--- config.mk ---
export PLATFORM = sky130hd
export DESIGN_NAME = ysyx_25040109_csr_ctrl
export DESIGN_NICKNAME = d
export VERILOG_FILES = /design/src/rtl/ysyx_25040109_csr_ctrl_pkg.sv /design/src/rtl/ysyx_25040109_csr_alu.sv /design/src/rtl/ysyx_25040109_csr_ctrl.sv
export SDC_FILE = /design/constraint.sdc
export NUM_CORES = 1
export LEC_CHECK = 0
export CORE_UTILIZATION = 40
export DETAILED_ROUTE_END_ITERATION = 12
export PLACE_DENSITY = 0.81
export SLEW_MARGIN = 30
export SYNTH_ARGS = -nofsm -noshare
export SYNTH_HDL_FRONTEND = slang
export SYNTH_SLANG_ARGS = --single-unit
--- constraint.sdc ---
create_clock -name clk -period 4.25 [get_ports clk]
set_input_delay 0.6375 -clock clk [delete_from_list [all_inputs] [get_ports clk]]
set_output_delay 0.6375 -clock clk [all_outputs]
set_load 0.005 [all_outputs]
--- src/rtl/ysyx_25040109_csr_ctrl_pkg.sv ---
// Shared encodings for the CSR sequencer and the CSR register file:
// request opcodes, sequencer states and machine-mode CSR addresses.
package ysyx_25040109_csr_ctrl_pkg;

    localparam logic [2:0] OP_CSRRW = 3'd0;
    localparam logic [2:0] OP_CSRRS = 3'd1;
    localparam logic [2:0] OP_CSRRC = 3'd2;
    localparam logic [2:0] OP_ECALL = 3'd3;
    localparam logic [2:0] OP_MRET  = 3'd4;

    localparam logic [11:0] ADDR_MSTATUS = 12'h300;
    localparam logic [11:0] ADDR_MTVEC   = 12'h305;
    localparam logic [11:0] ADDR_MEPC    = 12'h341;
    localparam logic [11:0] ADDR_MCAUSE  = 12'h342;

    localparam int ECALL_CAUSE = 11;

    typedef enum logic [2:0] {
        S_IDLE,
        S_RD,
        S_WR,
        S_T_EPC,
        S_T_CAUSE,
        S_T_JMP,
        S_RET,
        S_ILL
    } state_e;

endpackage

--- src/rtl/ysyx_25040109_csr_alu.sv ---
// Zicsr new-value compute and write-enable for the read-modify-write
// ops; set/clear with a zero source leave the CSR untouched.
module ysyx_25040109_csr_alu
    import ysyx_25040109_csr_ctrl_pkg::*;
#(
    parameter int DATA_WIDTH = 32
) (
    input  logic [2:0]            op,
    input  logic [DATA_WIDTH-1:0] old_val,
    input  logic [DATA_WIDTH-1:0] src,
    input  logic                  src_zero,
    output logic [DATA_WIDTH-1:0] new_val,
    output logic                  wr_en
);

    always_comb begin
        new_val = src;
        wr_en   = 1'b0;
        unique case (1'b1)
            op == OP_CSRRW: begin
                new_val = src;
                wr_en   = 1'b1;
            end
            op == OP_CSRRS: begin
                new_val = old_val | src;
                wr_en   = !src_zero;
            end
            op == OP_CSRRC: begin
                new_val = old_val & ~src;
                wr_en   = !src_zero;
            end
            default: ;
        endcase
    end

endmodule

--- src/rtl/ysyx_25040109_csr_ctrl.sv ---
// CSR access sequencer: Zicsr RMW, serialised ECALL trap entry and MRET,
// driving the single CSR write port, GPR writeback and PC redirect.
module ysyx_25040109_csr_ctrl
    import ysyx_25040109_csr_ctrl_pkg::*;
#(
    parameter int                     DATA_WIDTH   = 32,
    parameter int                     ADDR_WIDTH   = 5,
    parameter logic [DATA_WIDTH-1:0]  MCAUSE_ECALL = DATA_WIDTH'(ECALL_CAUSE),
    parameter logic [11:0]            CSR_MEPC     = ADDR_MEPC,
    parameter logic [11:0]            CSR_MCAUSE   = ADDR_MCAUSE
) (
    input  logic                  clk,
    input  logic                  rst,
    input  logic                  req_valid,
    output logic                  req_ready,
    input  logic [2:0]            req_op,
    input  logic [11:0]           req_csr,
    input  logic [DATA_WIDTH-1:0] req_src,
    input  logic                  req_src_zero,
    input  logic [ADDR_WIDTH-1:0] req_rd,
    input  logic [DATA_WIDTH-1:0] req_pc,
    output logic                  csr_we,
    output logic [11:0]           csr_addr,
    output logic [DATA_WIDTH-1:0] csr_wdata,
    input  logic [DATA_WIDTH-1:0] csr_rdata,
    input  logic [DATA_WIDTH-1:0] mepc_in,
    input  logic [DATA_WIDTH-1:0] mtvec_in,
    output logic                  gpr_wen,
    output logic [ADDR_WIDTH-1:0] gpr_waddr,
    output logic [DATA_WIDTH-1:0] gpr_wdata,
    output logic                  redirect_valid,
    output logic [DATA_WIDTH-1:0] redirect_pc,
    output logic                  done
);

    state_e state, state_nxt;

    logic [2:0]            op_q;
    logic [11:0]           csr_q;
    logic [DATA_WIDTH-1:0] src_q;
    logic                  zero_q;
    logic [ADDR_WIDTH-1:0] rd_q;
    logic [DATA_WIDTH-1:0] pc_q;
    logic [DATA_WIDTH-1:0] old_q;

    logic [DATA_WIDTH-1:0] alu_new;
    logic                  alu_we;
    logic                  accept;
    logic                  csr_we_d;
    logic                  gpr_wen_d;
    logic                  redir_d;
    logic                  done_d;

    assign req_ready = (state == S_IDLE);
    assign accept    = req_valid && req_ready;

    ysyx_25040109_csr_alu #(
        .DATA_WIDTH(DATA_WIDTH)
    ) u_alu (
        .op       (op_q),
        .old_val  (old_q),
        .src      (src_q),
        .src_zero (zero_q),
        .new_val  (alu_new),
        .wr_en    (alu_we)
    );

    always_ff @(posedge clk) begin
        if (rst) begin
            state  <= S_IDLE;
            op_q   <= '0;
            csr_q  <= '0;
            src_q  <= '0;
            zero_q <= 1'b0;
            rd_q   <= '0;
            pc_q   <= '0;
            old_q  <= '0;
        end else begin
            state <= state_nxt;
            if (accept) begin
                op_q   <= req_op;
                csr_q  <= req_csr;
                src_q  <= req_src;
                zero_q <= req_src_zero;
                rd_q   <= req_rd;
                pc_q   <= req_pc;
            end
            if (state == S_RD) begin
                old_q <= csr_rdata;
            end
        end
    end

    always_comb begin
        state_nxt = state;
        unique case (state)
            S_IDLE: begin
                if (req_valid) begin
                    unique case (1'b1)
                        req_op == OP_CSRRW,
                        req_op == OP_CSRRS,
                        req_op == OP_CSRRC: state_nxt = S_RD;
                        req_op == OP_ECALL: state_nxt = S_T_EPC;
                        req_op == OP_MRET:  state_nxt = S_RET;
                        default:            state_nxt = S_ILL;
                    endcase
                end
            end
            S_RD:      state_nxt = S_WR;
            S_T_EPC:   state_nxt = S_T_CAUSE;
            S_T_CAUSE: state_nxt = S_T_JMP;
            default:   state_nxt = S_IDLE;
        endcase
    end

    always_comb begin
        csr_we_d    = 1'b0;
        csr_addr    = '0;
        csr_wdata   = '0;
        gpr_wen_d   = 1'b0;
        gpr_waddr   = '0;
        gpr_wdata   = '0;
        redir_d     = 1'b0;
        redirect_pc = '0;
        done_d      = 1'b0;
        unique case (state)
            S_RD: csr_addr = csr_q;
            S_WR: begin
                csr_addr  = csr_q;
                csr_wdata = alu_new;
                csr_we_d  = alu_we;
                gpr_wen_d = (rd_q != '0);
                gpr_waddr = rd_q;
                gpr_wdata = old_q;
                done_d    = 1'b1;
            end
            S_T_EPC: begin
                csr_we_d  = 1'b1;
                csr_addr  = CSR_MEPC;
                csr_wdata = pc_q;
            end
            S_T_CAUSE: begin
                csr_we_d  = 1'b1;
                csr_addr  = CSR_MCAUSE;
                csr_wdata = MCAUSE_ECALL;
            end
            S_T_JMP: begin
                redir_d     = 1'b1;
                redirect_pc = mtvec_in;
                done_d      = 1'b1;
            end
            S_RET: begin
                redir_d     = 1'b1;
                redirect_pc = mepc_in;
                done_d      = 1'b1;
            end
            S_ILL: done_d = 1'b1;
            default: ;
        endcase
    end

    // An aborting reset must not let the current state's side effects land.
    assign csr_we         = csr_we_d  && !rst;
    assign gpr_wen        = gpr_wen_d && !rst;
    assign redirect_valid = redir_d   && !rst;
    assign done           = done_d    && !rst;

endmodule
==> results.md, run 1 <==
Global route:
- Entering global routing, the biggest net connects 86 pins.
- The leftover overflow at the end of global routing is 0.
- The number of antenna violations at the first check in global routing was 2.
- The global-route wire length before repair is 32.06 mm.
- The total global-route track usage is 28.79%.
- The via count of the first global-routing pass is 5991.

Power and ir drop:
- The cell area power density is 354.4 mW/mm^2.
- The worst voltage drop across the vdd grid is 0.0002568 V.
- Of the total power, registers draw 38.6%.
- The internal portion of total power is 2.439 mW.
- Summed over all nets, the switching power comes to 0.8683 mW.
- The switching power share of the total is 26.25%.
- The portion of total power attributed to combinational logic is 18.0%.
- For this design the static power due to leakage is 3.303 nW.
- The clock share of power is 43.4%.

Yosys:
- The async set-or-reset flop fraction in the synthesized netlist is 0%.
- Synthesis produced 763 cells.
- The flip-flop and latch count after synthesis is 120.
- In the synthesized netlist the dominant register cell turns out to be dfxtp_1.
- Counting every net in the synthesized netlist gives 947.
- By area the synthesized netlist is led by dfxtp_1 42%, nand2_1 15%, a21oi_1 11%, and2_1 4.9%, a22o_1 4.9%.
- Each instance of the synthesized netlist takes up on average 7.494 sq um.
- The distinct cell type count of the synthesized netlist is 32.
- Yosys printed 0 warnings.
- The share of the Yosys chip area taken by registers is approximately 42%.
- The synthesized netlist occupies a cell area of 0.005718 sq mm.
- The number of flops mapped to enable cells by yosys is 0.
- Of the post-synthesis cell area, the dominant cell type holds 42.01%.
- The library cell with the largest summed area after synthesis is dfxtp_1.

Clocking:
- The master cell of the clock root buffer is clkbuf_16.
- The clock transition at the registers of the reported paths is 0.05 ns.
- The clock drives 120 sinks.
- Counting along the longest clock path gives a buffer depth of 2.
- The clock network latency to the later pin of the worst-skew pair is just over 0.4 ns.
- TritonCTS built the clock tree.
- The number of setup buffers added after CTS is 0.
- Buffers inserted to repair hold after CTS numbered 0.
- The number of cells upsized or downsized after cts is 0.
- The maximum level of the CTS H-tree is 4.
- In this run, CTS created clock tree buffers numbering 17.

STA:
- The smallest setup slack after layout is approximately 0.59 ns.
- The top achievable clock speed is 0.2735 GHz.
- The final critical-path required period is 3.656 ns.
- The total count of max-transition violations in the final report is 0.
- The actual slew at the worst max-slew pin is 0.9534 ns.
- Setup repair after global routing left no endpoint under its margin.
- Of the available clock period, the critical path in the final layout requires 86.03%.
- Setup violations remaining at the end of the flow were counted as 0.
- In this run the tightest slew margin relative to its limit is 36.44%.
- For the final database, setup skew stands at 0.005551 ns.
- The total negative setup slack is 0 ns.
- The hold violation total from the final report was 0.

Setup path:
- The sort of element at the end of the critical path is an output pin.
- Together, buffers and inverters on the worst path number 2.
- Traced cell by cell, the critical path runs through nand2_1, nor2_2, buf_4, a22o_1, clkdlybuf4s50_1.
- The depth of the worst register-to-register path is 3.
- The maximum cell stage delay along the critical path is 0.77 ns.
- The cell with the largest stage delay on the worst path is dfxtp_1.
- At the worst endpoint, the required time is 3.61 ns.
- The endpoint of the most critical register-to-register path is pc_q[15].
- Setup slack on the worst reg-to-reg path comes out at approximately 2.1 ns.
- The critical path in this run is classified as flop to output pin.
- The sort of element at the start of the critical path is a flop.
- In this run the worst path has a maximum fanout of 21.
- At the worst endpoint, the arrival time is 3.02 ns.
- In this design, the largest share of critical-path delay is due to simple AND/OR/NAND/NOR gates.
- The origin of the critical flop-to-flop path is state[2].

Routing:
- The violation count after the first detailed-route iteration is 359.
- In the final routed layout, each cell accounts on average for 18.08 um.
- The via count of the routed design is around 6500.
- After detailed routing, the number of vias per cell comes to 5.333.
- The remaining antenna violation count after routing is 0.
- For this run, design rule violations remaining after detail routing come to 0.
- The first detailed-routing pass ran for 5 iterations.
- The final layout contains routed wiring with a total length of ~22 mm.

Hold path:
- The worst hold path belongs to the class flop to flop.
- The start point of the worst min-delay path is csr_q[7].
- The sink of the worst hold path is csr_q[7].
- The number of cells traversed by the worst hold path is 2.

Die:
- The initial utilization of the core area, before any placement, comes to 41.03%.
- Measured along the x axis, the die boundary spans 121.6 um.
- The floorplan step defined a die boundary enclosing 0.01478 sq mm.
- The die is 121.6 um tall.
- The floorplan has 43 rows.
- The count of pins on the block boundary is 302.
- The region available for standard cell placement spans 0.01393 sq mm.

Place:
- The number of port buffers is 301.
- Routability-driven placement finished with a final weighted congestion of 0.9210.
- Before CTS, the worst setup slack after placement is 1.023 ns.
- The half-perimeter wire length after detailed placement is 15.08 mm.

Cells and area:
- The fraction of layout cells with a size suffix above 1 is 5.294%.
- The net count of the finished layout is 1210.
- From synthesis to final layout, the design area changed by 63.22%.
- Leaving out fill and tap cells, the most frequent cell in the layout is clkdlybuf4s50_1.
- The top cell types in the final layout, fill and taps aside, are 300 x clkdlybuf4s50_1, 236 x nand2_1, 130 x a21oi_1.
- The layout has 1191 filler cells.

Status:
- The run finished with clean final reports.

Run:
- Across the run, the number of max-cap violations was 0.
## state kept, by name (all words and copies together), names as in the netlist
| signal | flops |
|---|---|
| csr_q | 12 |
| old_q | 32 |
| op_q | 3 |
| pc_q | 32 |
| rd_q | 5 |
| src_q | 32 |
| state | 3 |
| zero_q | 1 |
## metal layers
metal / GRT usage [%] / routed length, um / share of wire, %
met2: 50.89 / 11200 / 51
met5: 0 / 0 / 0
met1: 30.38 / 8015 / 36
met3: 9.129 / 1877 / 8.5
met4: 15.35 / 979 / 4.4
## cell families after synthesis
group / synth area share [%]
DFF: 42.01
xor gates and xnor gates: 0.1532
and+or+nand+nor: 26.94
AOI/OAI and AO/OA: 24.97
buffers and inverters: 5.930
## synth_stat cells (4+ instances only)
| cell | number |
|---|---|
| nand2_1 | 236 |
| a21oi_1 | 130 |
| dfxtp_1 | 120 |
| and2_1 | 45 |
| clkbuf_1 | 45 |
| a22o_1 | 32 |
| o21ai_0 | 32 |
| nand2b_1 | 31 |
| a32oi_1 | 29 |
| buf_2 | 16 |
| buf_6 | 6 |
| nor2_1 | 6 |
| inv_1 | 4 |
## how the worst max path moves through the flow
stage,start,depth (start not counted),endpoint
6_report,state[2],5,redirect_pc[13]
5_1_grt,state[1],4,csr_wdata[0]
4_1_cts,state[1],4,csr_wdata[0]
3_5_place_dp,state[1],4,csr_wdata[0]
3_3_place_gp,state[2],5,redirect_pc[11]
2_1_floorplan,state[0],4,csr_wdata[1]
## worst reg2reg max path, cell delays in order (launching register included)
cell and delay (ns):
dfxtp_1 0.77, or4b_4 0.91, nand2_1 0.15, a21oi_1 0.21
## metrics by stage
step | hold slack, ns | std cells | utilization (%) | area (sq um) | power (mW)
global route | 0.4644 | 1221 | 66.97 | 9333 | 3.429
finish | 0.4483 | 1221 | 66.97 | 9333 | 3.307
CTS | 0.4504 | 1219 | 66.94 | 9328 | 3.321
detailed placement | 0.4431 | 1187 | 62.73 | 8741 | 1.893
floorplan | 0.4317 | 763 | - | 5718 | 1.568
global placement | 0.4387 | 1187 | 62.73 | 8741 | 1.882
## cell type report
| class | count | area, sq um | share of cell area [%] |
|---|---|---|---|
| Clock buffer | 19 | 432.9 | 4.639 |
| Clock inverter | 13 | 153.9 | 1.649 |
| Timing Repair Buffer | 312 | 3093 | 33.14 |
| Sequential cell | 120 | 2402 | 25.74 |
| Multi-Input combinational cell | 571 | 3005 | 32.20 |
| Antenna cell | 2 | 5.005 | 0.05363 |
| Inverter | 4 | 15.01 | 0.1609 |
| Tap cell | 180 | 225.2 | 2.413 |
## power by group through the flow
stage	registers, mW	logic (mW)	clock network [mW]
global route	1.29	0.644	1.50
finish	1.28	0.597	1.43
floorplan	1.27	0.296	0
detailed placement	1.30	0.595	0
global placement	1.29	0.589	0
CTS	1.28	0.598	1.45
No activity file was read; power rests on OpenSTA's default activity.
==> run 2: changes to the inputs <==
--- a/config.mk
+++ b/config.mk
@@ -5,6 +5,7 @@
 export SDC_FILE = /design/constraint.sdc
 export NUM_CORES = 1
 export LEC_CHECK = 0
+export ABC_AREA = 0
 export CORE_UTILIZATION = 40
 export DETAILED_ROUTE_END_ITERATION = 12
 export PLACE_DENSITY = 0.81
==> results of run 2 <==
Final layout, timing and power as in run 1 (identical DEF).
